`src/rtl/led_sched_pkg.sv`:
```
`default_nettype none
// ----------------------------------------------------------------------------
// led_sched_pkg: state encodings, widths and helpers shared by the LED scheduler
// Revision: 1.0
// ----------------------------------------------------------------------------
package led_sched_pkg;

  localparam int TICKS_W = 4;
  localparam int LED_W   = 8;

  localparam logic [LED_W-1:0] OFF_PATTERN = 8'h00;

  localparam logic [0:0] S_IDLE = 1'b0;
  localparam logic [0:0] S_SHOW = 1'b1;

  // A zero duration still shows the pattern for one tick.
  function automatic logic [TICKS_W-1:0] clamp_ticks(input logic [TICKS_W-1:0] t);
    return (t == '0) ? TICKS_W'(1) : t;
  endfunction

endpackage
`default_nettype wire

```
`src/rtl/rr_arbiter.sv`:
```
`default_nettype none
// ----------------------------------------------------------------------------
// rr_arbiter: combinational one-hot round-robin grant, search starts after last_grant
// Revision: 1.0
// ----------------------------------------------------------------------------
module rr_arbiter
  import led_sched_pkg::*;
#(
  parameter int NREQ = 4
) (
  input  logic [NREQ-1:0] req,
  input  logic [2:0]      last_grant,
  output logic [NREQ-1:0] grant
);

  logic [3:0] w_idx;
  logic       w_found;

  always_comb begin
    grant   = '0;
    w_found = 1'b0;
    w_idx   = '0;
    for (int k = 1; k <= NREQ; k++) begin
      w_idx = {1'b0, last_grant} + 4'(k);
      if (w_idx >= 4'(NREQ)) w_idx = w_idx - 4'(NREQ);
      for (int i = 0; i < NREQ; i++) begin
        if (!w_found && (w_idx == 4'(i)) && req[i]) begin
          grant[i] = 1'b1;
          w_found  = 1'b1;
        end
      end
    end
  end

endmodule
`default_nettype wire

```
`src/rtl/led_sched.sv`:
```
`default_nettype none
// ----------------------------------------------------------------------------
// led_sched: round-robin sharing of the LED bank among NREQ timed display jobs
// Revision: 1.0
// ----------------------------------------------------------------------------
module led_sched
  import led_sched_pkg::*;
#(
  parameter int CLK_FREQ = 25_000_000,
  parameter int TICK_DIV = CLK_FREQ / 4,
  parameter int NREQ     = 4
) (
  input  logic                    clk,
  input  logic                    rst_n,
  input  logic [NREQ-1:0]         req_valid,
  input  logic [LED_W*NREQ-1:0]   req_pattern,
  input  logic [TICKS_W*NREQ-1:0] req_ticks,
  input  logic [NREQ-1:0]         req_blink,
  output logic [NREQ-1:0]         req_ready,
  output logic [LED_W-1:0]        leds,
  output logic                    busy,
  output logic [2:0]              grant_id
);

  localparam int            PW          = $clog2(TICK_DIV);
  localparam logic [PW-1:0] C_TICK_LAST = PW'(TICK_DIV - 1);

  logic [0:0]         r_state, w_state_nxt;
  logic [PW-1:0]      r_pre, w_pre_nxt;
  logic [TICKS_W-1:0] r_remaining, w_remaining_nxt;
  logic [LED_W-1:0]   r_pattern, w_pattern_nxt;
  logic               r_blink, w_blink_nxt;
  logic               r_phase, w_phase_nxt;
  logic [LED_W-1:0]   r_leds, w_leds_nxt;
  logic               r_busy, w_busy_nxt;
  logic [2:0]         r_last_grant, w_last_grant_nxt;

  logic [NREQ-1:0]    w_grant;
  logic               w_hs;
  logic               w_tick;
  logic               w_final;
  logic [2:0]         w_sel;
  logic [LED_W-1:0]   w_sel_pattern;
  logic [TICKS_W-1:0] w_sel_ticks;
  logic               w_sel_blink;

  rr_arbiter #(.NREQ(NREQ)) u_arb (
    .req        (req_valid),
    .last_grant (r_last_grant),
    .grant      (w_grant)
  );

  // Select the winning requester's job fields from the one-hot grant.
  always_comb begin
    w_sel         = '0;
    w_sel_pattern = OFF_PATTERN;
    w_sel_ticks   = '0;
    w_sel_blink   = 1'b0;
    for (int i = 0; i < NREQ; i++) begin
      if (w_grant[i]) begin
        w_sel         = 3'(i);
        w_sel_pattern = req_pattern[LED_W*i +: LED_W];
        w_sel_ticks   = req_ticks[TICKS_W*i +: TICKS_W];
        w_sel_blink   = req_blink[i];
      end
    end
  end

  assign w_hs    = |(req_valid & req_ready);
  assign w_tick  = (r_state == S_SHOW) && (r_pre == C_TICK_LAST);
  assign w_final = w_tick && (r_remaining == TICKS_W'(1));

  always_ff @(posedge clk or negedge rst_n) begin
    if (!rst_n) r_state <= S_IDLE;
    else        r_state <= w_state_nxt;
  end

  always_comb begin
    w_state_nxt = r_state;
    case (r_state)
      S_IDLE:  if (w_hs)    w_state_nxt = S_SHOW;
      S_SHOW:  if (w_final) w_state_nxt = S_IDLE;
      default:              w_state_nxt = S_IDLE;
    endcase
  end

  // Ready is masked during reset so no grant is offered while rst_n is low.
  always_comb begin
    req_ready        = (r_state == S_IDLE && rst_n) ? w_grant : '0;
    w_pre_nxt        = r_pre;
    w_remaining_nxt  = r_remaining;
    w_pattern_nxt    = r_pattern;
    w_blink_nxt      = r_blink;
    w_phase_nxt      = r_phase;
    w_leds_nxt       = r_leds;
    w_busy_nxt       = r_busy;
    w_last_grant_nxt = r_last_grant;
    if (r_state == S_IDLE) begin
      if (w_hs) begin
        w_pattern_nxt    = w_sel_pattern;
        w_blink_nxt      = w_sel_blink;
        w_remaining_nxt  = clamp_ticks(w_sel_ticks);
        w_pre_nxt        = '0;
        w_phase_nxt      = 1'b0;
        w_leds_nxt       = w_sel_pattern;
        w_busy_nxt       = 1'b1;
        w_last_grant_nxt = w_sel;
      end
    end else begin
      w_pre_nxt = w_tick ? '0 : r_pre + PW'(1);
      if (w_final) begin
        w_leds_nxt = OFF_PATTERN;
        w_busy_nxt = 1'b0;
      end else if (w_tick) begin
        w_remaining_nxt = r_remaining - TICKS_W'(1);
        if (r_blink) begin
          w_phase_nxt = ~r_phase;
          w_leds_nxt  = (~r_phase) ? OFF_PATTERN : r_pattern;
        end else begin
          w_leds_nxt  = r_pattern;
        end
      end
    end
  end

  always_ff @(posedge clk or negedge rst_n) begin
    if (!rst_n) begin
      r_pre        <= '0;
      r_remaining  <= '0;
      r_pattern    <= OFF_PATTERN;
      r_blink      <= 1'b0;
      r_phase      <= 1'b0;
      r_leds       <= OFF_PATTERN;
      r_busy       <= 1'b0;
      r_last_grant <= 3'(NREQ - 1);
    end else begin
      r_pre        <= w_pre_nxt;
      r_remaining  <= w_remaining_nxt;
      r_pattern    <= w_pattern_nxt;
      r_blink      <= w_blink_nxt;
      r_phase      <= w_phase_nxt;
      r_leds       <= w_leds_nxt;
      r_busy       <= w_busy_nxt;
      r_last_grant <= w_last_grant_nxt;
    end
  end

  assign leds     = r_leds;
  assign busy     = r_busy;
  assign grant_id = r_last_grant;

endmodule
`default_nettype wire
```
`config.mk`:
```
export PLATFORM = sky130hd
export DESIGN_NAME = led_sched
export DESIGN_NICKNAME = d
export VERILOG_FILES = /design/src/rtl/led_sched_pkg.sv /design/src/rtl/rr_arbiter.sv /design/src/rtl/led_sched.sv
export SDC_FILE = /design/constraint.sdc
export NUM_CORES = 1
export LEC_CHECK = 0
export ABC_CLOCK_PERIOD_IN_PS = 2000
export BUFFER_PORTS_ARGS = -buffer_cell sky130_fd_sc_hd__buf_2
export CORE_ASPECT_RATIO = 1.75
export CORE_MARGIN = 1
export CORE_UTILIZATION = 45
export CTS_BUF_LIST = sky130_fd_sc_hd__clkbuf_8
export DETAILED_ROUTE_END_ITERATION = 10
export HOLD_SLACK_MARGIN = 0.12
export PLACE_DENSITY = 0.72
export SETUP_SLACK_MARGIN = 0.1
export SYNTH_ARGS = -nofsm -noshare
export SYNTH_HDL_FRONTEND = slang
export SYNTH_SLANG_ARGS = --single-unit
```
`constraint.sdc`:
```
create_clock -name clk -period 2 [get_ports clk]
set_clock_uncertainty 0.2 [all_clocks]
set_input_delay 0.1 -clock clk [delete_from_list [all_inputs] [get_ports clk]]
set_output_delay 0.1 -clock clk [all_outputs]
set_load 0.005 [all_outputs]
```
==> impl_summary.txt <==
----------------------------------------------------
[Outcome]
  Result of the run ... finished with violations
  Violated checks ... setup timing

[GRT]
  Total overflow reported by the global router ... 0
  Antenna violations before repair ... 0
  First-pass GRT wire length ... 19470 um
  Overall fraction of global-route tracks in use ... 37.09%
  Vias in the first global route ... 4059
  Maximum number of pins on one net before global-route repair ... 40

[Synthesis]
  Dominant register cell in the synthesized netlist ... dfrtp_1
  Most frequent cell after synthesis ... dfrtp_1
  Multiplexer area fraction after synthesis ... 0%
  Yosys cell types ... 54
  Post-synthesis share of cell area spent on and, or, nand and nor gates ... 20.59%
  Top cells by count, synth ... dfrtp_1, o21ai_0, nor2_1
  Sequential-to-total area share from yosys stat ... 41.70%
  Flip-flop and latch count after synthesis ... 49
  Fraction of synthesized cell area in xor and xnor cells ... 0%
  Largest area contributor in the synthesized netlist ... dfrtp_1
  Adder and majority gate portion of the synthesized area ... 1.274%
  Synthesized net count ... 393
  Fraction of synthesized cell area taken by the top area cell type ... 39.92%
  Synth warn ... 0
  Post-synthesis instance area ... 2947 um^2
  Mean post-synth cell area ... 8.875 um^2
  Count of flip-flops with a built-in enable after synthesis ... 0
  Top cells by area in the synthesized netlist ... dfrtp_1, o21ai_0, a21oi_1
  Share of async-settable or async-resettable flops after synthesis ... 100.0%
  Compound-cell area share of the yosys netlist ... 32.44%
  Dominant combinational cell family by area after synthesis ... compound AO/OA/AOI/OAI gates
  Count of mapped cells out of synthesis ... 332

[Setup path]
  Arrival time at the worst endpoint ... 2.31 ns
  Crit. End Element ... flop
  Startpoint-to-endpoint class of the critical path ... reg -> reg
  Startpoint class of the critical path ... flop
  Required time worst endpoint ... 2.01 ns
  Worst-path maximum fanout ... 5

[STA]
  Hold Vio Cnt, Final ... 0
  Final hold slack ... 0.1862 ns
  Top achievable clock speed ... 435.2 MHz
  Least-Margin Pin Slew ... 0.5260 ns
  Worst slew margin relative to its limit ... 64.93%
  Portion of the clock cycle consumed by the worst path in the final layout ... 114.9%
  Period minus WS final ... 2.298 ns
  Number of max-slew violations in the final report ... 0
  Unrepaired setup endpoints after global routing ... true
  Final WS setup ... -0.2979 ns
  # setup viols final ... 46

[Job]
  Number of maximum-capacitance constraint violations ... 0

[Drt]
  First DRT Iteration DRCs ... 351
  Vias per cell ... 6.522
  Iteration count of the initial detailed-routing pass ... 6
  Residual DRC count ... 0
  Routed length per instance ... 22.77 um
  Remaining antenna violation count ... 0
  Routed via count ... 3998
  Post-Route WL ... 13960 um

[Clock network]
  Skew-Pair Late Insertion Delay ... 0.33 ns
  Buffer depth of the longest clock path ... 2
  Sink Count ... 49
  Root cell of the clock tree ... clkbuf_8
  TritonCTS clock tree ... done
  Clock transition at path regs ... 0.10 ns
  Number of H-tree branching levels ... 2
  Number of buffers inserted during clock tree synthesis ... 5

[Power and ir drop]
  Peak supply drop ... 0.0004768 V
  Total power density per cell area ... 701.3 nW/um^2
  Static power due to leakage ... 0.002246 uW

[Placed design]
  Area of placed instances ... 4011 um^2
  Number of placed instances with taps included ... 540
  Final HPWL from detailed placement ... 6672 um
  Global placer's final weighted congestion ... 0.8337
  I/O Buffers ... 72

[Die]
  Die Ht ... 109.0 um
  Initial core utilization ... 46.95%
  Core area ... 6276 um^2
  Total I/O pin count ... 74
  Die ar. ... 6888 um^2
  Horizontal die dimension ... 63.17 um
  Number of rows created at floorplan ... 38

[Layout]
  Number of antenna repair diodes ... 0
  Synth-to-layout area growth ... 73.12%
  Fraction of layout instances using a drive strength above 1 ... 44.65%
  Post-route insts no fill ... 613
  Filler cells ... 364
  Net count reported at finish ... 593
  Cell area after layout ... 5101 um^2

[Worst hold path]
  Class of the most critical hold timing path ... in -> async

----------------------------------------------------
per-layer routing:
metal | up-vias | track usage, % | share of wire (%)
li1 | 1657 | - | -
met2 | 302 | 68.36 | 50
met4 | 0 | 25.81 | 7.5
met3 | 111 | 7.113 | 7.9
met1 | 1928 | 36.85 | 34
met5 | - | 0 | 0
report_power, final:
group	switching [uW]	total, uW	internal [uW]
Sequential	203	1410	1200
Clock	401	786	384
Combinational	671	1380	714
Total	1270	3580	2300
flip-flops by register name, summed over array words and instances, names as in the netlist:
name	count
r_pattern	8
r_phase	1
r_state	1
busy	1
r_blink	1
r_remaining	4
r_pre	23
grant_id	2
leds	8
metrics by stage:
step | util, % | setup slack (ns) | TNS [ns] | total power, uW
after floorplan | - | -0.1212 | -0.9940 | 1867
after global placement | 63.92 | -0.1231 | -1.725 | 2334
after detailed placement | 63.92 | -0.1847 | -3.477 | 2378
after CTS | 77.21 | -0.1505 | -2.951 | 3305
after global routing | 81.28 | -0.3052 | -8.506 | 3712
final | 81.28 | -0.2979 | -5.910 | 3577
logic make-up after synthesis:
group	count (synthesis)
AO/OA/AOI/OAI	140
AND/OR/NAND/NOR	115
flip-flops	49
buffers and inverters	24
adder cells (fa/ha/maj)	3
other	1
area by class of cell:
| class | count | area (um^2) | area share [%] |
|---|---|---|---|
| Clock inverter | 3 | 50.05 | 0.9811 |
| Clock buffer | 5 | 68.82 | 1.349 |
| Multi-Input combinational cell | 259 | 2016 | 39.51 |
| Tap cell | 80 | 100.1 | 1.962 |
| Timing Repair Buffer | 210 | 1607 | 31.49 |
| Sequential cell | 49 | 1230 | 24.11 |
| Inverter | 7 | 30.03 | 0.5887 |
layout by cell type (no fill, tap or decap), drive strengths merged, types with 8 or more instances in the layout:
cell,n
a221oi,10
buf,161
o211a,8
dfrtp,47
o21ai,45
a21oi,23
nand4,8
dlygate4sd3,49
nor3,9
a21o,9
nor2,31
nand2,28
a31oi,11
nand3,14
worst max-delay path, stage by stage (launching register included):
cell and delay, ns:
dfstp_2 0.63, buf_6 0.14, nor2b_4 0.05, a211oi_4 0.25
nor2_4 0.12, a221oi_2 0.40, nor3_1 0.11, a221o_1 0.29
worst paths after layout:
kind | slack, ns | end | cells past startpoint | start
worst min register to register | 0.30 | r_pre[22] | 1 | r_pre[22]
min in group clk | 0.19 | r_remaining[1] | 6 | req_ticks[1]
worst max register to register | -0.30 | r_remaining[3] | 7 | grant_id[0]
max in group asynchronous | 0.89 | r_state | 3 | rst_n
worst max-delay path | -0.30 | r_remaining[3] | 7 | grant_id[0]
worst min-delay path | 0.19 | r_remaining[1] | 3 | rst_n
repair_timing:
action,CTS,global route
buffers inserted,5,10
endpoints found under the hold margin,70,0
gates cloned,1,0
gates resized for setup,40,37
endpoints found under the setup margin,49,52
pin swaps,29,8
hold buffers,49,0
No activity file was read; power rests on OpenSTA's default activity.
